**src/rtl/ysyx_24100029_axi_arbiter.sv**
```systemverilog
// Two-master AXI4 arbiter: IFU (m0, read-only) and LSU (m1, read/write) share one slave port,
// one whole transaction at a time, round-robin, with a sticky watchdog flag for hung slaves.
module ysyx_24100029_axi_arbiter #(
  parameter int TIMEOUT = 4096,
  parameter int CNT_W   = 16
) (
  input  logic        clock,
  input  logic        reset,
  input  logic        m0_arvalid,
  output logic        m0_arready,
  input  logic [31:0] m0_araddr,
  input  logic [3:0]  m0_arid,
  input  logic [7:0]  m0_arlen,
  input  logic [2:0]  m0_arsize,
  input  logic [1:0]  m0_arburst,
  output logic        m0_rvalid,
  input  logic        m0_rready,
  output logic [1:0]  m0_rresp,
  output logic [31:0] m0_rdata,
  output logic        m0_rlast,
  output logic [3:0]  m0_rid,
  input  logic        m1_arvalid,
  output logic        m1_arready,
  input  logic [31:0] m1_araddr,
  input  logic [3:0]  m1_arid,
  input  logic [7:0]  m1_arlen,
  input  logic [2:0]  m1_arsize,
  input  logic [1:0]  m1_arburst,
  output logic        m1_rvalid,
  input  logic        m1_rready,
  output logic [1:0]  m1_rresp,
  output logic [31:0] m1_rdata,
  output logic        m1_rlast,
  output logic [3:0]  m1_rid,
  input  logic        m1_awvalid,
  output logic        m1_awready,
  input  logic [31:0] m1_awaddr,
  input  logic [3:0]  m1_awid,
  input  logic [7:0]  m1_awlen,
  input  logic [2:0]  m1_awsize,
  input  logic [1:0]  m1_awburst,
  input  logic        m1_wvalid,
  output logic        m1_wready,
  input  logic [31:0] m1_wdata,
  input  logic [3:0]  m1_wstrb,
  input  logic        m1_wlast,
  output logic        m1_bvalid,
  input  logic        m1_bready,
  output logic [1:0]  m1_bresp,
  output logic [3:0]  m1_bid,
  output logic        s_arvalid,
  input  logic        s_arready,
  output logic [31:0] s_araddr,
  output logic [3:0]  s_arid,
  output logic [7:0]  s_arlen,
  output logic [2:0]  s_arsize,
  output logic [1:0]  s_arburst,
  input  logic        s_rvalid,
  output logic        s_rready,
  input  logic [1:0]  s_rresp,
  input  logic [31:0] s_rdata,
  input  logic        s_rlast,
  input  logic [3:0]  s_rid,
  output logic        s_awvalid,
  input  logic        s_awready,
  output logic [31:0] s_awaddr,
  output logic [3:0]  s_awid,
  output logic [7:0]  s_awlen,
  output logic [2:0]  s_awsize,
  output logic [1:0]  s_awburst,
  output logic        s_wvalid,
  input  logic        s_wready,
  output logic [31:0] s_wdata,
  output logic [3:0]  s_wstrb,
  output logic        s_wlast,
  input  logic        s_bvalid,
  output logic        s_bready,
  input  logic [1:0]  s_bresp,
  input  logic [3:0]  s_bid,
  output logic        grant_lsu,
  output logic        err_timeout
);

  localparam logic [1:0] S_IDLE   = 2'd0;
  localparam logic [1:0] S_IFU_RD = 2'd1;
  localparam logic [1:0] S_LSU_RD = 2'd2;
  localparam logic [1:0] S_LSU_WR = 2'd3;
  localparam logic [CNT_W-1:0] L_TIMEOUT = CNT_W'(TIMEOUT);

  logic [1:0]       r_state;
  logic [1:0]       w_state_nxt;
  logic [1:0]       w_lsu_pick;
  logic             r_last_lsu;
  logic             r_ar_done;
  logic             r_aw_done;
  logic [CNT_W-1:0] r_wdt_cnt;
  logic [CNT_W-1:0] w_cnt_inc;
  logic             r_err;
  logic             w_req0;
  logic             w_req1;

  assign w_req0     = m0_arvalid;
  assign w_req1     = m1_awvalid | m1_arvalid;
  assign w_lsu_pick = m1_awvalid ? S_LSU_WR : S_LSU_RD;
  assign w_cnt_inc  = (r_wdt_cnt == {CNT_W{1'b1}}) ? r_wdt_cnt : r_wdt_cnt + CNT_W'(1);
  assign grant_lsu  = (r_state == S_LSU_RD) || (r_state == S_LSU_WR);
  assign err_timeout = r_err;

  // Next-state: arbitration in IDLE, completion detection in granted states.
  always_comb begin
    w_state_nxt = r_state;
    case (r_state)
      S_IDLE: begin
        if (w_req0 && w_req1) begin
          w_state_nxt = r_last_lsu ? S_IFU_RD : w_lsu_pick;
        end else if (w_req0) begin
          w_state_nxt = S_IFU_RD;
        end else if (w_req1) begin
          w_state_nxt = w_lsu_pick;
        end else begin
          w_state_nxt = S_IDLE;
        end
      end
      S_IFU_RD, S_LSU_RD: begin
        if (s_rvalid && s_rready && s_rlast) begin
          w_state_nxt = S_IDLE;
        end else begin
          w_state_nxt = r_state;
        end
      end
      S_LSU_WR: begin
        if (s_bvalid && s_bready) begin
          w_state_nxt = S_IDLE;
        end else begin
          w_state_nxt = r_state;
        end
      end
      default: w_state_nxt = S_IDLE;
    endcase
  end

  // State, round-robin pointer and one-shot address-issue flags.
  always_ff @(posedge clock) begin
    if (!reset) begin
      r_state    <= S_IDLE;
      r_last_lsu <= 1'b1;
      r_ar_done  <= 1'b0;
      r_aw_done  <= 1'b0;
    end else begin
      r_state <= w_state_nxt;
      if ((r_state == S_IDLE) && (w_state_nxt != S_IDLE)) begin
        r_last_lsu <= (w_state_nxt != S_IFU_RD);
      end
      if (r_state == S_IDLE) begin
        r_ar_done <= 1'b0;
        r_aw_done <= 1'b0;
      end else begin
        if (s_arvalid && s_arready) r_ar_done <= 1'b1;
        if (s_awvalid && s_awready) r_aw_done <= 1'b1;
      end
    end
  end

  // Watchdog: counts granted cycles; the error flag is sticky until reset and never forces release.
  always_ff @(posedge clock) begin
    if (!reset) begin
      r_wdt_cnt <= {CNT_W{1'b0}};
      r_err     <= 1'b0;
    end else if (r_state == S_IDLE) begin
      r_wdt_cnt <= {CNT_W{1'b0}};
    end else begin
      r_wdt_cnt <= w_cnt_inc;
      if ((L_TIMEOUT != {CNT_W{1'b0}}) && (w_cnt_inc == L_TIMEOUT)) r_err <= 1'b1;
    end
  end

  // Routing: only the owner is connected; everything else reads as zero.
  always_comb begin
    m0_arready = 1'b0;  m0_rvalid = 1'b0;  m0_rresp = 2'b00;
    m0_rdata   = 32'h0; m0_rlast  = 1'b0;  m0_rid   = 4'h0;
    m1_arready = 1'b0;  m1_rvalid = 1'b0;  m1_rresp = 2'b00;
    m1_rdata   = 32'h0; m1_rlast  = 1'b0;  m1_rid   = 4'h0;
    m1_awready = 1'b0;  m1_wready = 1'b0;
    m1_bvalid  = 1'b0;  m1_bresp  = 2'b00; m1_bid   = 4'h0;
    s_arvalid  = 1'b0;  s_araddr  = 32'h0; s_arid   = 4'h0;
    s_arlen    = 8'h0;  s_arsize  = 3'b000; s_arburst = 2'b00;
    s_rready   = 1'b0;
    s_awvalid  = 1'b0;  s_awaddr  = 32'h0; s_awid   = 4'h0;
    s_awlen    = 8'h0;  s_awsize  = 3'b000; s_awburst = 2'b00;
    s_wvalid   = 1'b0;  s_wdata   = 32'h0; s_wstrb  = 4'h0; s_wlast = 1'b0;
    s_bready   = 1'b0;
    case (r_state)
      S_IFU_RD: begin
        s_arvalid  = m0_arvalid & ~r_ar_done;
        m0_arready = s_arready & ~r_ar_done;
        s_araddr   = m0_araddr;  s_arid    = m0_arid;   s_arlen = m0_arlen;
        s_arsize   = m0_arsize;  s_arburst = m0_arburst;
        m0_rvalid  = s_rvalid;   s_rready  = m0_rready;
        m0_rresp   = s_rresp;    m0_rdata  = s_rdata;   m0_rlast = s_rlast; m0_rid = s_rid;
      end
      S_LSU_RD: begin
        s_arvalid  = m1_arvalid & ~r_ar_done;
        m1_arready = s_arready & ~r_ar_done;
        s_araddr   = m1_araddr;  s_arid    = m1_arid;   s_arlen = m1_arlen;
        s_arsize   = m1_arsize;  s_arburst = m1_arburst;
        m1_rvalid  = s_rvalid;   s_rready  = m1_rready;
        m1_rresp   = s_rresp;    m1_rdata  = s_rdata;   m1_rlast = s_rlast; m1_rid = s_rid;
      end
      S_LSU_WR: begin
        // W is open from entry so a master may present data before its address.
        s_awvalid  = m1_awvalid & ~r_aw_done;
        m1_awready = s_awready & ~r_aw_done;
        s_awaddr   = m1_awaddr;  s_awid    = m1_awid;   s_awlen = m1_awlen;
        s_awsize   = m1_awsize;  s_awburst = m1_awburst;
        s_wvalid   = m1_wvalid;  m1_wready = s_wready;
        s_wdata    = m1_wdata;   s_wstrb   = m1_wstrb;  s_wlast = m1_wlast;
        m1_bvalid  = s_bvalid;   s_bready  = m1_bready;
        m1_bresp   = s_bresp;    m1_bid    = s_bid;
      end
      default: begin
      end
    endcase
  end

endmodule
```
**config.mk**
```make
export PLATFORM = sky130hd
export DESIGN_NAME = ysyx_24100029_axi_arbiter
export DESIGN_NICKNAME = d
export VERILOG_FILES = /design/src/rtl/ysyx_24100029_axi_arbiter.sv
export SDC_FILE = /design/constraint.sdc
export NUM_CORES = 1
export LEC_CHECK = 0
export BUFFER_PORTS_ARGS = -buffer_cell sky130_fd_sc_hd__buf_2
export CORE_AREA = 2 2 187 189
export CTS_BUF_LIST = sky130_fd_sc_hd__clkbuf_16
export DETAILED_ROUTE_END_ITERATION = 7
export DIE_AREA = 0 0 189 191
export PLACE_DENSITY = 0.32
export SYNTH_ARGS = -nofsm -noshare
export SYNTH_HDL_FRONTEND = slang
export SYNTH_SLANG_ARGS = --single-unit
```
**constraint.sdc**
```tcl
create_clock -name clock -period 1.75 [get_ports clock]
set_input_delay 0.35 -clock clock [delete_from_list [all_inputs] [get_ports clock]]
set_output_delay 0.35 -clock clock [all_outputs]
set_load 0.1 [all_outputs]
```
==> results.toml, run 1 <==
[global_routing]
grt_pass1_vias = 5443
groute.usage.overall_pct = 14.1
overflow = 0
antenna_found_initial = 9
grt_pass1_wl_mm = 38.0
grt_max_degree = 34

[worst_setup_path]
timing.rr.start = "r_state[0]"
r2r_slack_ps = -20
cp.required_ps = 1400
reg2reg_to = "r_state[1]"
startpoint_type = "register"
critPathMaxFanout = 8
ff2ff_path_depth = 8
critPathArrivalTime_ps = 1710
endpoint_kind = "primary output"
critPathKind = "register to primary output"

[cts]
cts-root-buf = "clkbuf_16"
cts_buffers = 3
htreeDepth = 1
ctsHoldBuffers = 0
clock_latency_ps = 260
cts_tree = "done"
cts.path.max_buffers = 2
clock_sinks = 22
clk_pin_slew_ps = 70

[sta]
max_slew_margin_pct = 67.9
setup_ws_ps = -307
setup_viol = 234
slew_violations = 0
rsz0062_at_grt = "true"
fin_crit_sh_pct = 118
whs_ps = 332
max_slew.worst_pin.slew_ps = 485
finalHoldViolCount = 0
layout_min_cycle_time_ps = 2060
fin_skew_ps = 6.10
max_freq_mhz = 486

[logic_synthesis]
synth_compound_area_share_pct = 16.7
synth_simple_gate_area_share_pct = 58.0
synth_warnings = 0
synth_edf_count = 0
synth_top_family_by_area = "simple AND/OR/NAND/NOR gates"
synth_area_um2 = 3250
syn-instance-count = 478
async_flop_share_pct = 0
synth_mux_area_share_pct = 0.615
synthAdderAreaFrac_pct = 1.92
syn_area_per_cell_um2 = 6.81
ys_types = 40
yosysSeqAreaShare_pct = 13.5
synth_nets = 726
synth-xor-area-share_pct = 2.42
synthFlopType = "dfxtp_1"
synth_seq_cells = 22

[die]
die-area_um2 = 36100
initial_core_util_pct = 9.54
die_h_um = 191
die_w_um = 189
core_area_um2 = 34100
core.rowCount = 68
ios = 476

[power]
p_leak_nw = 5.19
vdd_drop_max_mv = 0.356
cellPowerDensity_nw_per_um2 = 528

[worst_hold_path]
hold_depth = 2
min_to = "r_last_lsu"
min_from = "reset"
hold_class = "input port to register"

[detailed_routing]
dr.pass1.iters = 4
wl_mm = 27.4
vias = 5512
viasPerCell = 3.72
ant_nets = 0
avgRoutedWirePerCell_um = 18.5
wl_met2_mm = 15.6
maxUsedRoutingLayer = "met5"
dr_wl_met3_mm = 1.73
first_iter_violations = 144
met1Wirelength_mm = 9.82
drc = 0

[placed_design]
gp_congestion = 0.848
port_buffers = 475
placed_area_um2 = 10900
place_ws_ps = -139
place_hpwl_mm = 22.8

[outcome]
failed_checks = "negative setup slack"
outcome = "finished with violations"

[cells_and_area]
nets = 1270
fill_cells = 3443
drive_gt1_share_pct = 86.3
stdcell_area_um2 = 12000
fin_util_pct = 35.2
syn_to_final_growth_pct = 269

[run]
drv_cap = 0
-- routing by layer --
layer	global-route usage, %	vias up
met5	0	-
met4	2.19	2
met3	3.36	20
met2	27.8	209
met1	15.2	2581
li1	-	2700
-- logic make-up (layout without fill, tap and decap cells) --
kind of cell	after synthesis	in the layout
flip-flops	22	22
AO/OA/AOI/OAI	77	77
other	0	4
XOR/XNOR	9	9
adder cells (fa/ha/maj)	5	5
AND/OR/NAND/NOR	313	313
multiplexers	2	2
buffers and inverters	50	593
-- what timing repair did --
action,4_1_cts,5_1_grt
buffers inserted,16,6
pin swaps,10,10
endpoints found under the setup margin,235,241
cloned,9,4
resized for setup,58,48
-- power by group --
group | internal, mW | total [mW] | switching (mW)
Sequential | 0.510 | 0.522 | 0.0121
Combinational | 2.21 | 5.16 | 2.95
Clock | 0.455 | 0.662 | 0.207
Total | 3.17 | 6.34 | 3.17
-- cell type report --
class	instances	area [um^2]	share of cell area, %
clock inverters	1	30.0	0.250
multi-input cells	406	3610	30.0
diodes	4	10.0	0.0834
flip-flops and latches	22	467	3.89
inverters	5	18.8	0.156
clock buffers	3	75.1	0.625
well taps	455	569	4.74
repair buffers	584	7230	60.2
-- worst max-delay path: stages, from the launching register on --
cell     delay (ps)
dfxtp_2         340
inv_2            50
ha_4            200
buf_12          150
buf_4           160
a22oi_1         280
nor2b_4          80
buf_12          170
-- flip-flops by register name, summed over array words and instances, names as in the netlist --
register	count
r_wdt_cnt	16
r_state	2
err_timeout	1
r_ar_done	1
r_aw_done	1
r_last_lsu	1
-- layout by cell type, fill, tap and decap left out, types with 5 or more instances in the layout --
master,instances
and2_4,115
o21ai_0,5
nand4_1,9
nor2_1,18
nor2b_4,50
dfxtp_1,7
buf_6,11
buf_8,6
nand2_1,17
nand3_1,9
buf_2,243
clkbuf_16,6
and2_2,61
buf_16,5
dfxtp_2,12
buf_12,249
a22oi_1,29
ha_4,5
buf_4,63
a21oi_1,10
a22oi_2,21
-- synth_stat cells (2+ instances only) --
cell      count  area [um^2]
ha_1          5         62.6
mux2i_1       2         20.0
and2_1      176         1100
nand2_1      18         67.6
buf_6         3         33.8
clkbuf_1     36          135
or2_2         2         12.5
nor2b_1      53          332
a21oi_1      10         50.1
and3b_1       4         35.0
nand3_1      10         50.1
o21ai_0       6         30.0
inv_1         5         18.8
a41oi_1       2         17.5
and3_1        2         12.5
a22oi_1      50          375
nand4_1       9         56.3
and4_1        4         35.0
buf_2         2         10.0
xnor2_1       5         43.8
nand2b_1      2         12.5
xor2_1        4         35.0
buf_4         2         15.0
nor3_1        4         20.0
nor2_1       19         71.3
nor4_1        4         25.0
a31oi_1       4         25.0
buf_1         2         7.51
dfxtp_1      22          440
-- stage by stage --
stage | TNS (ps) | instances | total power, mW
global placement | -4430 | 1437 | 5.31
detailed placement | -4670 | 1437 | 5.30
global route | -60790 | 1480 | 6.58
CTS | -54420 | 1466 | 6.29
finish | -45210 | 1480 | 6.34
floorplan | -5560 | 478 | 3.48
-- how the worst max path moves through the flow --
stage,startpoint,endpoint,slack [ps],cells past startpoint
floorplan,r_state[0],s_arvalid,-180,4
global placement,r_state[0],r_state[1],-130,7
detailed placement,r_state[0],r_state[1],-140,7
CTS,r_state[0],s_arvalid,-330,6
global route,r_state[0],s_arid[2],-360,6
finish,r_state[0],s_arlen[3],-310,7
(Power assumes the default switching activity.)
==> inputs of run 2 (changes only) <==
Settings changed: CORE_AREA 2 2 187 189 to 2 2 183 185, DIE_AREA 0 0 189 191 to 0 0 185 187, MAX_ROUTING_LAYER set to met4.
Clock period 1.75 ns to 2 ns, I/O delays scaled along.
==> run 2 against run 1 <==
Net effect: the flow still finishes with violations (negative setup slack); sequential power fell by 12%; combinational power decreased by 9.7%; worst hold slack gained 56 ps; routed wire length increased by 5.2%; critical path depth rose by 1; global-route usage rose by 1.2 points; sequential share of layout area fell by 0.18 points; register-to-register slack improved by 90 ps; final area up 0.62%; non-clock buffer count down 15; critical path type unchanged.
==> results.toml, run 2 (synthesis results as in run 1) <==
[die]
die-area_um2 = 34600
die_w_um = 185
core.rowCount = 67
initial_core_util_pct = 9.90
core_area_um2 = 32900
die_h_um = 187
ios = 476

[worst_setup_path]
endpoint_kind = "primary output"
timing.rr.start = "r_wdt_cnt[0]"
critPathKind = "register to primary output"
critPathArrivalTime_ps = 1710
ff2ff_path_depth = 7
startpoint_type = "register"
r2r_slack_ps = 70
reg2reg_to = "err_timeout"
cp.required_ps = 1600
critPathMaxFanout = 6

[cells_and_area]
registers.top_by_ff_count = "r_wdt_cnt"
largest_reg_flops = 16
final_common_cell = "buf_12"
antenna_cells = 0
stdcell_count = 1453
drive_gt1_share_pct = 86.4
layout_common_cells = "buf_12, buf_2, and2_4, and2_2, nor2b_4"
syn_to_final_growth_pct = 271
largestRegisters = "r_wdt_cnt: 16 flops, r_state: 2 flops"
nets = 1255

[detailed_routing]
drc = 0
viasPerCell = 3.77
ant_nets = 0
avgRoutedWirePerCell_um = 19.8
wl_mm = 28.8
first_iter_violations = 177
vias = 5482
dr.pass1.iters = 4

[cts]
cts_buffers = 3
clk_pin_slew_ps = 60
cts_tree = "done"
cts-root-buf = "clkbuf_16"
htreeDepth = 1
clock_latency_ps = 260
ctsHoldBuffers = 0
clock_sinks = 22
cts.path.max_buffers = 2

[worst_hold_path]
min_to = "r_last_lsu"
hold_class = "input port to register"
min_from = "reset"
hold_depth = 2

[placed_design]
port_buffers = 475
place_ws_ps = 3.14
place_hpwl_mm = 22.2
placedCellCount = 1414
gp_congestion = 0.835

[sta]
layout_min_cycle_time_ps = 2110
setup_ws_ps = -108
max_slew_margin_pct = 67.6
max_slew.worst_pin.slew_ps = 489
fin_crit_sh_pct = 105
rsz0062_at_grt = "true"
slew_violations = 0
setup_tns_ps = -4780
setup_viol = 113
max_freq_mhz = 474
finalHoldViolCount = 0
fin_skew_ps = 6.45

[outcome]
outcome = "finished with violations"
failed_checks = "negative setup slack"

[power]
vdd_drop_max_mv = 0.249
p_total_mw = 5.55
p_leak_nw = 5.10
cellPowerDensity_nw_per_um2 = 460

[global_routing]
grt_max_degree = 28
grt_pass1_wl_mm = 38.2
antenna_found_initial = 0
grt_pass1_vias = 5411
overflow = 0
groute.usage.overall_pct = 15.3

[run]
drv_cap = 0
==> run 2: changes by cell type in the layout (fill, tap and decap cells not counted), sizes merged <==
| cell | delta |
|---|---|
| diode | -4 |
| bufbuf | -3 |
| clkbuf | +11 |
| buf | -23 |
| bufinv | -1 |
==> run 2: power by group <==
group	internal [mW]	switching, mW	total [mW]
Clock	0.265	0.172	0.437
Combinational	1.97	2.68	4.66
Sequential	0.450	0.0111	0.461
Total	2.69	2.87	5.55
==> run 2: area by class of cell <==
class,instances,area (um^2)
fillers,3341,20800
repair buffers,569,7330
multi-input cells,406,3640
well taps,448,561
flip-flops and latches,22,448
clock buffers,3,75.1
inverters,5,23.8
==> run 2: per-layer routing <==
metal | vias up | routed length, um | GRT usage, %
met5 | - | 0 | -
met4 | 0 | 119 | 0.855
met3 | 6 | 1740 | 2.92
met2 | 184 | 16400 | 30.2
met1 | 2622 | 10600 | 16.1
li1 | 2670 | - | -
==> run 2: per-stage QoR <==
step,hold slack (ps),util [%],cell area [um^2]
2_1_floorplan,443,-,3920
3_3_place_gp,495,32.5,10700
3_5_place_dp,476,32.5,10700
4_1_cts,387,35.2,11600
5_1_grt,403,36.8,12100
6_report,388,36.8,12100
==> run 2: timing repair <==
item / CTS / global route
gates cloned: 11 / 15
pin swaps: 11 / 41
setup buffers: 16 / 10
setup endpoints to repair: 171 / 186
resized for setup: 92 / 105
endpoints found under the hold margin: 0 / 0
==> run 2: worst max-delay path, stage by stage (launching register included) <==
cell	delay [ps]
dfxtp_4	360
buf_6	120
ha_4	160
buf_12	140
buf_12	130
buf_8	120
a22oi_2	180
nor2b_4	70
buf_12	160
==> run 2: worst max-delay path by stage <==
stage | start | slack, ps | end
2_1_floorplan | r_state[0] | -50 | s_arvalid
3_3_place_gp | r_state[1] | 20 | s_araddr[3]
3_5_place_dp | r_state[1] | 3 | r_state[0]
4_1_cts | r_state[0] | -100 | s_arsize[2]
5_1_grt | r_state[0] | -150 | s_araddr[24]
6_report | r_state[0] | -110 | s_arid[1]
==> inputs of run 3 (changes only) <==
Settings changed: PLACE_DENSITY 0.32 to 0.33.
Clock period 2 ns to 2.6 ns, I/O delays scaled along.
==> run 3 against run 2 <==
Net effect: the run now ends clean; die area unchanged; worst hold slack improved by 62 ps; first-iteration DRC count increased by 11%; sequential cell count unchanged; critical path depth decreased by 2; sequential share of layout area increased by 0.83 points; non-clock buffer count decreased by 83; cell count decreased by 5.2%; final area decreased by 20%; clock-buffer cell count unchanged; sequential power decreased by 22%.
==> results.toml, run 3 (synthesis results as in run 1) <==
[sta]
slew_violations = 0
max_slew_margin_pct = 67.0
setup_tns_ps = 0
setup_ws_ps = 155
layout_min_cycle_time_ps = 2440
whs_ps = 450
max_freq_mhz = 409
finalHoldViolCount = 0
fin_skew_ps = 5.80
fin_crit_sh_pct = 94.0
setup_viol = 0
max_slew.worst_pin.slew_ps = 493
rsz0062_at_grt = "false"

[placed_design]
place_ws_ps = 385
place_hpwl_mm = 20.5
placed_area_um2 = 9600
port_buffers = 475
placedCellCount = 1367
gp_congestion = 0.775

[global_routing]
overflow = 0
grt_max_degree = 75
grt_pass1_vias = 4859
groute.usage.overall_pct = 13.1
antenna_found_initial = 10
grt_pass1_wl_mm = 33.0

[cells_and_area]
nets = 1172
layout_common_cells = "buf_2, buf_12, and2_1, a22oi_1, nor2b_4"
drive_gt1_share_pct = 59.9
registers.top_by_ff_count = "r_wdt_cnt"
stdcell_count = 1378
largestRegisters = "r_wdt_cnt: 16 flops, r_state: 2 flops"
stdcell_area_um2 = 9720
largest_reg_flops = 16
fin_util_pct = 29.6
syn_to_final_growth_pct = 199
final_common_cell = "buf_2"

[worst_setup_path]
startpoint_type = "register"
ff2ff_path_depth = 7
critPathKind = "register to primary output"
endpoint_kind = "primary output"
critPathArrivalTime_ps = 1920
critPathMaxFanout = 31
cp.required_ps = 2080

[die]
die_h_um = 187
initial_core_util_pct = 9.90
die_w_um = 185
ios = 476
core.rowCount = 67
die-area_um2 = 34600
core_area_um2 = 32900

[detailed_routing]
ant_nets = 0
drc = 0
first_iter_violations = 196
viasPerCell = 3.68
dr.pass1.iters = 6
wl_mm = 23.7
vias = 5068
avgRoutedWirePerCell_um = 17.2

[power]
vdd_drop_max_mv = 0.190
power_frac_seq_pct = 9.9
p_int_mw = 1.62
pwr-share-comb_pct = 80.9
p_leak_nw = 4.14
p_sw_mw = 1.99
swShare_pct = 55.1
p_clk_share_pct = 9.2
p_total_mw = 3.61
cellPowerDensity_nw_per_um2 = 372

[worst_hold_path]
hold_depth = 2
hold_class = "register to register"

[cts]
clock_sinks = 22
cts-root-buf = "clkbuf_16"
cts.path.max_buffers = 2
clock_latency_ps = 260
cts_buffers = 3
cts_setup_buffers = 0
cts_tree = "done"
ctsHoldBuffers = 0
htreeDepth = 1
cts_resized = 0
clk_pin_slew_ps = 60

[outcome]
outcome = "finished clean"

[run]
drv_cap = 0
## run 3: path summary, 6_finish.rpt
check	slack, ps	end	start
worst max-delay path	160	s_arvalid	r_state[0]
worst min-delay path	450	err_timeout	err_timeout
worst max register to register	450	err_timeout	r_wdt_cnt[0]
worst min register to register	450	err_timeout	err_timeout
## run 3: critical path, stage by stage (launching register included)
cell and delay (ps):
dfxtp_1 460, inv_1 130, ha_4 200, buf_12 160, mux2i_1 180, nor3b_2 280, buf_12 210
## run 3: routing by layer
| metal | wire length, um | share of wire [%] | vias to the layer above | GRT usage [%] |
|---|---|---|---|---|
| met1 | 8760 | 37 | 2329 | 13.9 |
| met2 | 12700 | 54 | 219 | 24.6 |
| met3 | 2130 | 9.0 | 14 | 3.95 |
| li1 | - | - | 2506 | - |
| met4 | 136 | 0.57 | 0 | 0.763 |
| met5 | 0 | 0 | - | - |
## run 3: cell type report
type	instances	area (um^2)
fill	3501	23100
tap	448	561
clock buffer	3	75.1
sequential	22	440
multi-input combinational	406	2950
inverter	5	18.8
timing repair buffer	486	5650
antenna	7	17.5
clock inverter	1	3.75
## run 3: power groups by stage
stage          combinational (mW)  sequential (mW)  clock, mW
2_1_floorplan                1.79            0.360          0
3_3_place_gp                 2.95            0.364          0
3_5_place_dp                 2.95            0.365          0
4_1_cts                      2.95            0.357      0.352
5_1_grt                      3.03            0.360      0.363
6_report                     2.92            0.358      0.332
